## config.mk

```make
export PLATFORM = sky130hd
export DESIGN_NAME = alu
export DESIGN_NICKNAME = d
export VERILOG_FILES = /design/src/rtl/alu.sv
export SDC_FILE = /design/constraint.sdc
export NUM_CORES = 1
export LEC_CHECK = 0
export CAP_MARGIN = 0
export CORE_ASPECT_RATIO = 1.1
export CORE_MARGIN = 5
export CORE_UTILIZATION = 61
export DETAILED_ROUTE_END_ITERATION = 8
export PLACE_DENSITY = 0.91
export SYNTH_ARGS = -nofsm -noshare
export SYNTH_HDL_FRONTEND = slang
export SYNTH_SLANG_ARGS = --single-unit
```

## constraint.sdc

```tcl
create_clock -name clk -period 2.55 [get_ports clk]
set_input_delay 0.765 -clock clk [delete_from_list [all_inputs] [get_ports clk]]
set_output_delay 0.765 -clock clk [all_outputs]
set_load 0.01 [all_outputs]
```

## src/rtl/alu.sv

```systemverilog
// K16 datapath ALU: registered arithmetic/logic, shift/rotate and load/format
// unit with carry/zero/negative flags and one-cycle latency.
// Optional macro ALU_OVERFLOW_EN adds a registered signed-overflow flag.
module alu #(
    parameter int WIDTH = 16
) (
    input  logic             clk,
    input  logic             reset,
    input  logic [WIDTH-1:0] operand1,
    input  logic [WIDTH-1:0] operand2,
    input  logic             carryIn,
    input  logic [2:0]       operation,
    input  logic             enableAlu,
    input  logic             enableShift,
    input  logic             enableLoad,
    output logic [WIDTH-1:0] result,
    output logic             carryOut,
    output logic             zeroOut,
`ifdef ALU_OVERFLOW_EN
    output logic             overflowOut,
`endif
    output logic             negativeOut
);

    localparam int H = WIDTH / 2;

    logic [WIDTH-1:0] result_q, result_d;
    logic             carry_q, carry_d;
    logic             zero_q, zero_d;
    logic             neg_q, neg_d;
    logic             ovf_q, ovf_d;

    // Adder shared by ADD/ADC/SUB/SBC: op[1] inverts op2, op[0] selects carryIn
    // as carry-in, otherwise carry-in is 1 for SUB and 0 for ADD.
    logic [WIDTH-1:0] add_b;
    logic             add_ci;
    logic [WIDTH:0]   add_sum;

    // Adder operand selection and sum
    always_comb begin
        add_b   = operation[1] ? ~operand2 : operand2;
        add_ci  = operation[0] ? carryIn : operation[1];
        add_sum = {1'b0, operand1} + {1'b0, add_b} + {{WIDTH{1'b0}}, add_ci};
    end

    // Next-state selection by group priority; no enable holds everything
    always_comb begin
        result_d = result_q;
        carry_d  = carry_q;
        zero_d   = zero_q;
        neg_d    = neg_q;
        ovf_d    = ovf_q;
        if (enableAlu) begin
            ovf_d = 1'b0;
            case (operation)
                3'd0, 3'd1, 3'd2, 3'd3: begin
                    result_d = add_sum[WIDTH-1:0];
                    carry_d  = add_sum[WIDTH];
                    // With op2 already inverted for subtraction, one rule covers both.
                    ovf_d    = (operand1[WIDTH-1] == add_b[WIDTH-1]) &&
                               (add_sum[WIDTH-1] != operand1[WIDTH-1]);
                end
                3'd4:    begin result_d = operand1 & operand2; carry_d = 1'b0; end
                3'd5:    begin result_d = operand1 | operand2; carry_d = 1'b0; end
                3'd6:    begin result_d = operand1 ^ operand2; carry_d = 1'b0; end
                default: begin result_d = ~operand1;           carry_d = 1'b0; end
            endcase
        end else if (enableShift) begin
            ovf_d = 1'b0;
            case (operation)
                3'd0: begin result_d = {1'b0, operand1[WIDTH-1:1]};               carry_d = operand1[0]; end
                3'd1: begin result_d = {operand1[WIDTH-2:0], 1'b0};               carry_d = operand1[WIDTH-1]; end
                3'd2: begin result_d = {operand1[WIDTH-1], operand1[WIDTH-1:1]};  carry_d = operand1[0]; end
                3'd3: begin result_d = {operand1[0], operand1[WIDTH-1:1]};        carry_d = operand1[0]; end
                3'd4: begin result_d = {operand1[WIDTH-2:0], operand1[WIDTH-1]};  carry_d = operand1[WIDTH-1]; end
                default: begin result_d = operand1;                               carry_d = carryIn; end
            endcase
        end else if (enableLoad) begin
            ovf_d   = 1'b0;
            carry_d = carryIn;
            case (operation)
                3'd0:       result_d = operand1;
                3'd1, 3'd6: result_d = {operand2[WIDTH-1:H], operand1[H-1:0]};
                3'd2, 3'd7: result_d = {operand1[H-1:0], operand2[H-1:0]};
                3'd3:       result_d = {operand1[H-1:0], operand1[WIDTH-1:H]};
                3'd4:       result_d = {{H{1'b0}}, operand1[H-1:0]};
                default:    result_d = {{H{operand1[H-1]}}, operand1[H-1:0]};
            endcase
        end
        if (enableAlu || enableShift || enableLoad) begin
            zero_d = (result_d == '0);
            neg_d  = result_d[WIDTH-1];
        end
    end

    // Output and flag registers, cleared asynchronously
    always_ff @(posedge clk or negedge reset) begin
        if (!reset) begin
            result_q <= '0;
            carry_q  <= 1'b0;
            zero_q   <= 1'b0;
            neg_q    <= 1'b0;
            ovf_q    <= 1'b0;
        end else begin
            result_q <= result_d;
            carry_q  <= carry_d;
            zero_q   <= zero_d;
            neg_q    <= neg_d;
            ovf_q    <= ovf_d;
        end
    end

    assign result      = result_q;
    assign carryOut    = carry_q;
    assign zeroOut     = zero_q;
    assign negativeOut = neg_q;
`ifdef ALU_OVERFLOW_EN
    assign overflowOut = ovf_q;
`else
    // Overflow tracking is only exposed when the feature is enabled.
    logic unused_ovf;
    assign unused_ovf = ovf_q;
`endif

endmodule

```

==> impl_metrics.ini, run 1 <==
[floorplan]
ioPinCount = 60
die_h_um = 96.84
rows = 31
die_x_um = 88.94
start_util_pct = 63.04

[logic_synthesis]
synth-seq-cells = 19
post-synth-top-count-cell = ha_1
synth_commonest_cells = ha_1 (47), inv_1 (45), nand2_1 (42)
synthArstFlopShare_pct = 100.0
synth_top_cells_by_area = ha_1 (14%), dfrtp_1 (11%), mux2i_1 (5.0%), a21oi_1 (4.4%), mux4_2 (4.3%)
synth_ff_type = dfrtp_1
netlist_area_sq_mm = 0.004182
synth.avg_cell_area_sq_um = 7.589
synthCells = 551
yosysWarnings = 0
yosysSeqAreaShare_pct = 11.37
syn_nets = 641
synth_edf_count = 0
synth_top_area_share_pct = 14.06
synth.largest_area_cell = ha_1
ys_types = 71

[cts]
cts_hold_buf = 0
cts-buffers-inserted = 3
cts_root_buf = clkbuf_8
cts_resized = 91
numClockSinks = 19
post-cts-setup-buffers = 17
cts_max_path_buffers = 2
cts_max_level = 1

[status]
status = stopped before the end
error_line = [ERROR DPL-0033] detailed placement checks failed during check placement.
lastStage = 4_1_cts

[place]
dpl.hpwl_um = 15960
place_congestion = 1.166
io_buffers = 59
==> kinds of logic after synthesis <==
kind of cell,after synthesis,synth area share (%)
mux,31,9.874
fa+ha+maj,49,15.02
compound gates,199,33.72
xor+xnor,24,5.027
buf+inv,85,8.827
flops,19,11.37
simple gates,144,16.16
==> stage by stage <==
stage	util [%]	setup WS (ns)	std cells	instance area (sq um)	hold WS [ns]
detailed placement	90.57	-1.784	829	6007	0.4819
global placement	90.57	-1.554	829	6007	0.4812
floorplan	-	-1.655	551	4239	0.4694
==> inputs of run 2 (changes only) <==
--- a/config.mk
+++ b/config.mk
@@ -6,11 +6,10 @@
 export NUM_CORES = 1
 export LEC_CHECK = 0
 export CAP_MARGIN = 0
-export CORE_ASPECT_RATIO = 1.1
 export CORE_MARGIN = 5
-export CORE_UTILIZATION = 61
+export CORE_UTILIZATION = 40
 export DETAILED_ROUTE_END_ITERATION = 8
-export PLACE_DENSITY = 0.91
+export PLACE_DENSITY_LB_ADDON = 0.15
 export SYNTH_ARGS = -nofsm -noshare
 export SYNTH_HDL_FRONTEND = slang
 export SYNTH_SLANG_ARGS = --single-unit
==> impl_metrics.ini, run 2 <==
[detailed_routing]
drc = 0
dr_wl_met2_um = 8039
num_vias = 5360
drt_iter0_drc = 478
wl_met3_um = 1916
dr.pass1.iters = 5
routedLengthMet1_um = 8521
top_layer_used = met5
wl_um = 19090
wl_per_cell_um = 20.93
postRouteAntennaNets = 0
vias_per_cell = 5.877

[timing]
fin_worst_skew_ns = 0.005314
fin_ws_ns = -0.8558
finalSetupViolCount = 16
maxSlewViolCount = 0
period_share_pct = 133.6
slew_headroom_pct = 65.71
fmax_ghz = 0.2936
hold_viol = 0
final.min_clock_period_ns = 3.406
worstMarginPinSlew_ns = 0.5104
rsz0062_at_grt = yes

[logic_synthesis]
synth_top_area_share_pct = 14.06
post-synth-top-count-cell = ha_1
synth_edf_count = 0
synth-seq-cells = 19
netlist_area_sq_mm = 0.004182
synth.largest_area_cell = ha_1
synth_commonest_cells = ha_1 (47), inv_1 (45), nand2_1 (42)
synth_top_cells_by_area = ha_1 (14%), dfrtp_1 (11%), mux2i_1 (5.0%), a21oi_1 (4.4%), mux4_2 (4.3%)
yosysSeqAreaShare_pct = 11.37
synth_ff_type = dfrtp_1
synthArstFlopShare_pct = 100.0
ys_types = 71
syn_nets = 641
synthCells = 551
yosysWarnings = 0
synth.avg_cell_area_sq_um = 7.589

[power]
internal_power_uw = 1272
power.switching_uw = 913.8
p_leak_uw = 0.003117
combPwrFrac_pct = 73.5
clockPowerShare_pct = 9.1
irDropWorstVdd_uv = 429.9
p_per_area_mw_per_mm2 = 335.1
swShare_pct = 41.80
p_seq_share_pct = 17.4

[grt]
grt_max_degree = 41
overflow = 0
antenna_found_initial = 1
grt_pass1_vias = 5310
grt_usage_pct = 28.93
grt_pass1_wl_um = 29040

[setup_path]
critical_path.top_delay_family = compound AO/OA/AOI/OAI gates
crit_path_cell_trace = buf_12 -> xor2_2 -> fa_2 -> fa_2 -> a211oi_4 -> o211ai_2 -> a2111o_1 -> a41o_1 -> a2111o_1 -> nand4b_1 -> o21ai_1
rr_worst_depth = 9
rr_endpoint = zeroOut$_DFFE_PN0P_
critPathMaxFanout = 4
rrSetupSlack_ns = 0.59
rr_startpoint = result[1]$_DFF_PN0_
crit_path_end_kind = flip-flop
setup.worst_path.class = in2reg
worstSetupEndpoint = zeroOut$_DFFE_PN0P_
cp.required_ns = 2.73
critPathLaunch = operation[1]
cp.depth = 11
cpMaxStageDelayCell = a2111o_1
cpPeakStageDelay_ns = 0.42
critical_path_buf_inv_count = 1
start_kind = input port
arrival_ns = 3.58

[floorplan]
start_util_pct = 40.69
die_h_um = 112.2
die_area_sq_mm = 0.01260
core_sq_mm = 0.01028
die_x_um = 112.2
ioPinCount = 60
rows = 37

[cts]
cts_max_path_buffers = 2
cts_max_level = 1
cts_root_buf = clkbuf_8
clock_latency_ns = 0.25
cts.clk_slew.worst_paths_ns = 0.07
cts_hold_buf = 0
numClockSinks = 19
cts_tree = done
cts-buffers-inserted = 3

[layout]
antenna_cells = 0
drive_gt1_share_pct = 33.89
area_growth_pct = 56.04
final_common_cell = buf_4
layout_common_cells = buf_4 (194), inv_1 (44), clkdlybuf4s50_1 (44)
largest_reg_flops = 16
final_design_area_no_fill_sq_mm = 0.006525
stdcell_count = 912
final_util_pct = 63.49
fin_nets = 867

[status]
violations = negative setup slack
status = complete, but fails checks

[worst_hold_path]
hp-start = negativeOut$_DFFE_PN0P_
hp-class = reg2reg

[place]
dpl-instance-area_sq_mm = 0.006202
place_inst = 902
pre_cts_ws_ns = -1.659
dpl.hpwl_um = 15220
io_buffers = 59
place_congestion = 1.016

[flow_run]
drv_cap = 0
## run 2: cell counts after synthesis
Identical to the previous run, type by type.
## run 2: cells by family after synthesis
group,share of synthesized area (%)
AOI/OAI and AO/OA,33.72
buffers and inverters,8.827
xor gates and xnor gates,5.027
and+or+nand+nor,16.16
adders and majority gates,15.02
DFF,11.37
muxes,9.874
## run 2: worst min path at each step
stage | to | slack [ns] | depth (start not counted)
2_1_floorplan | carryOut$_DFFE_PN0P_ | 0.47 | 0
3_3_place_gp | negativeOut$_DFFE_PN0P_ | 0.48 | 2
3_5_place_dp | zeroOut$_DFFE_PN0P_ | 0.48 | 2
4_1_cts | negativeOut$_DFFE_PN0P_ | 0.50 | 2
5_1_grt | zeroOut$_DFFE_PN0P_ | 0.52 | 2
6_report | negativeOut$_DFFE_PN0P_ | 0.50 | 2
## run 2: final cells by class
class / instances / area, sq um
clock inverters: 1 / 5.005
flip-flops and latches: 19 / 475.5
inverters: 48 / 180.2
fillers: 966 / 3752
clock buffers: 3 / 41.29
repair buffers: 258 / 2106
multi-input cells: 447 / 3547
well taps: 136 / 170.2
## run 2: metal layers
metal / track usage (%) / vias up
met1: 42.22 / 2495
met4: 8.093 / 2
li1: - / 2507
met5: 0 / -
met3: 5.822 / 50
met2: 43.19 / 306
## run 2: repair_timing
action | CTS | global route
gates resized for setup | 52 | 22
endpoints found under the setup margin | 19 | 17
gates cloned | 0 | 0
pin swaps | 23 | 21
buffers inserted | 4 | 2
## run 2: stage by stage
step | hold slack [ns] | total power, uW | TNS, ns
2_1_floorplan | 0.4694 | 1076 | -16.72
3_3_place_gp | 0.4791 | 1835 | -19.91
3_5_place_dp | 0.4781 | 1840 | -20.55
4_1_cts | 0.5037 | 2121 | -5.940
5_1_grt | 0.5232 | 2330 | -7.260
6_report | 0.5028 | 2186 | -5.959
## run 2: tightest hold or removal path: stages, from the launching register on
cell and delay (ns):
dfrtp_1 0.36, nand2_1 0.07, o21ai_2 0.05
## run 2: power groups by stage
stage / Combinational, uW / Clock [uW] / Sequential, uW
6_report: 1610 / 199 / 380
3_3_place_gp: 1450 / 0 / 383
3_5_place_dp: 1460 / 0 / 384
5_1_grt: 1720 / 226 / 387
2_1_floorplan: 672 / 0 / 405
4_1_cts: 1530 / 209 / 379
(Power assumes the default switching activity.)
==> inputs of run 3 (changes only) <==
--- a/config.mk
+++ b/config.mk
@@ -8,6 +8,7 @@
 export CAP_MARGIN = 0
 export CORE_MARGIN = 5
 export CORE_UTILIZATION = 40
+export CTS_CLUSTER_SIZE = 10
 export DETAILED_ROUTE_END_ITERATION = 8
 export PLACE_DENSITY_LB_ADDON = 0.15
 export SYNTH_ARGS = -nofsm -noshare
==> results of run 3 <==
Final layout, timing and power as in run 2 (identical DEF).
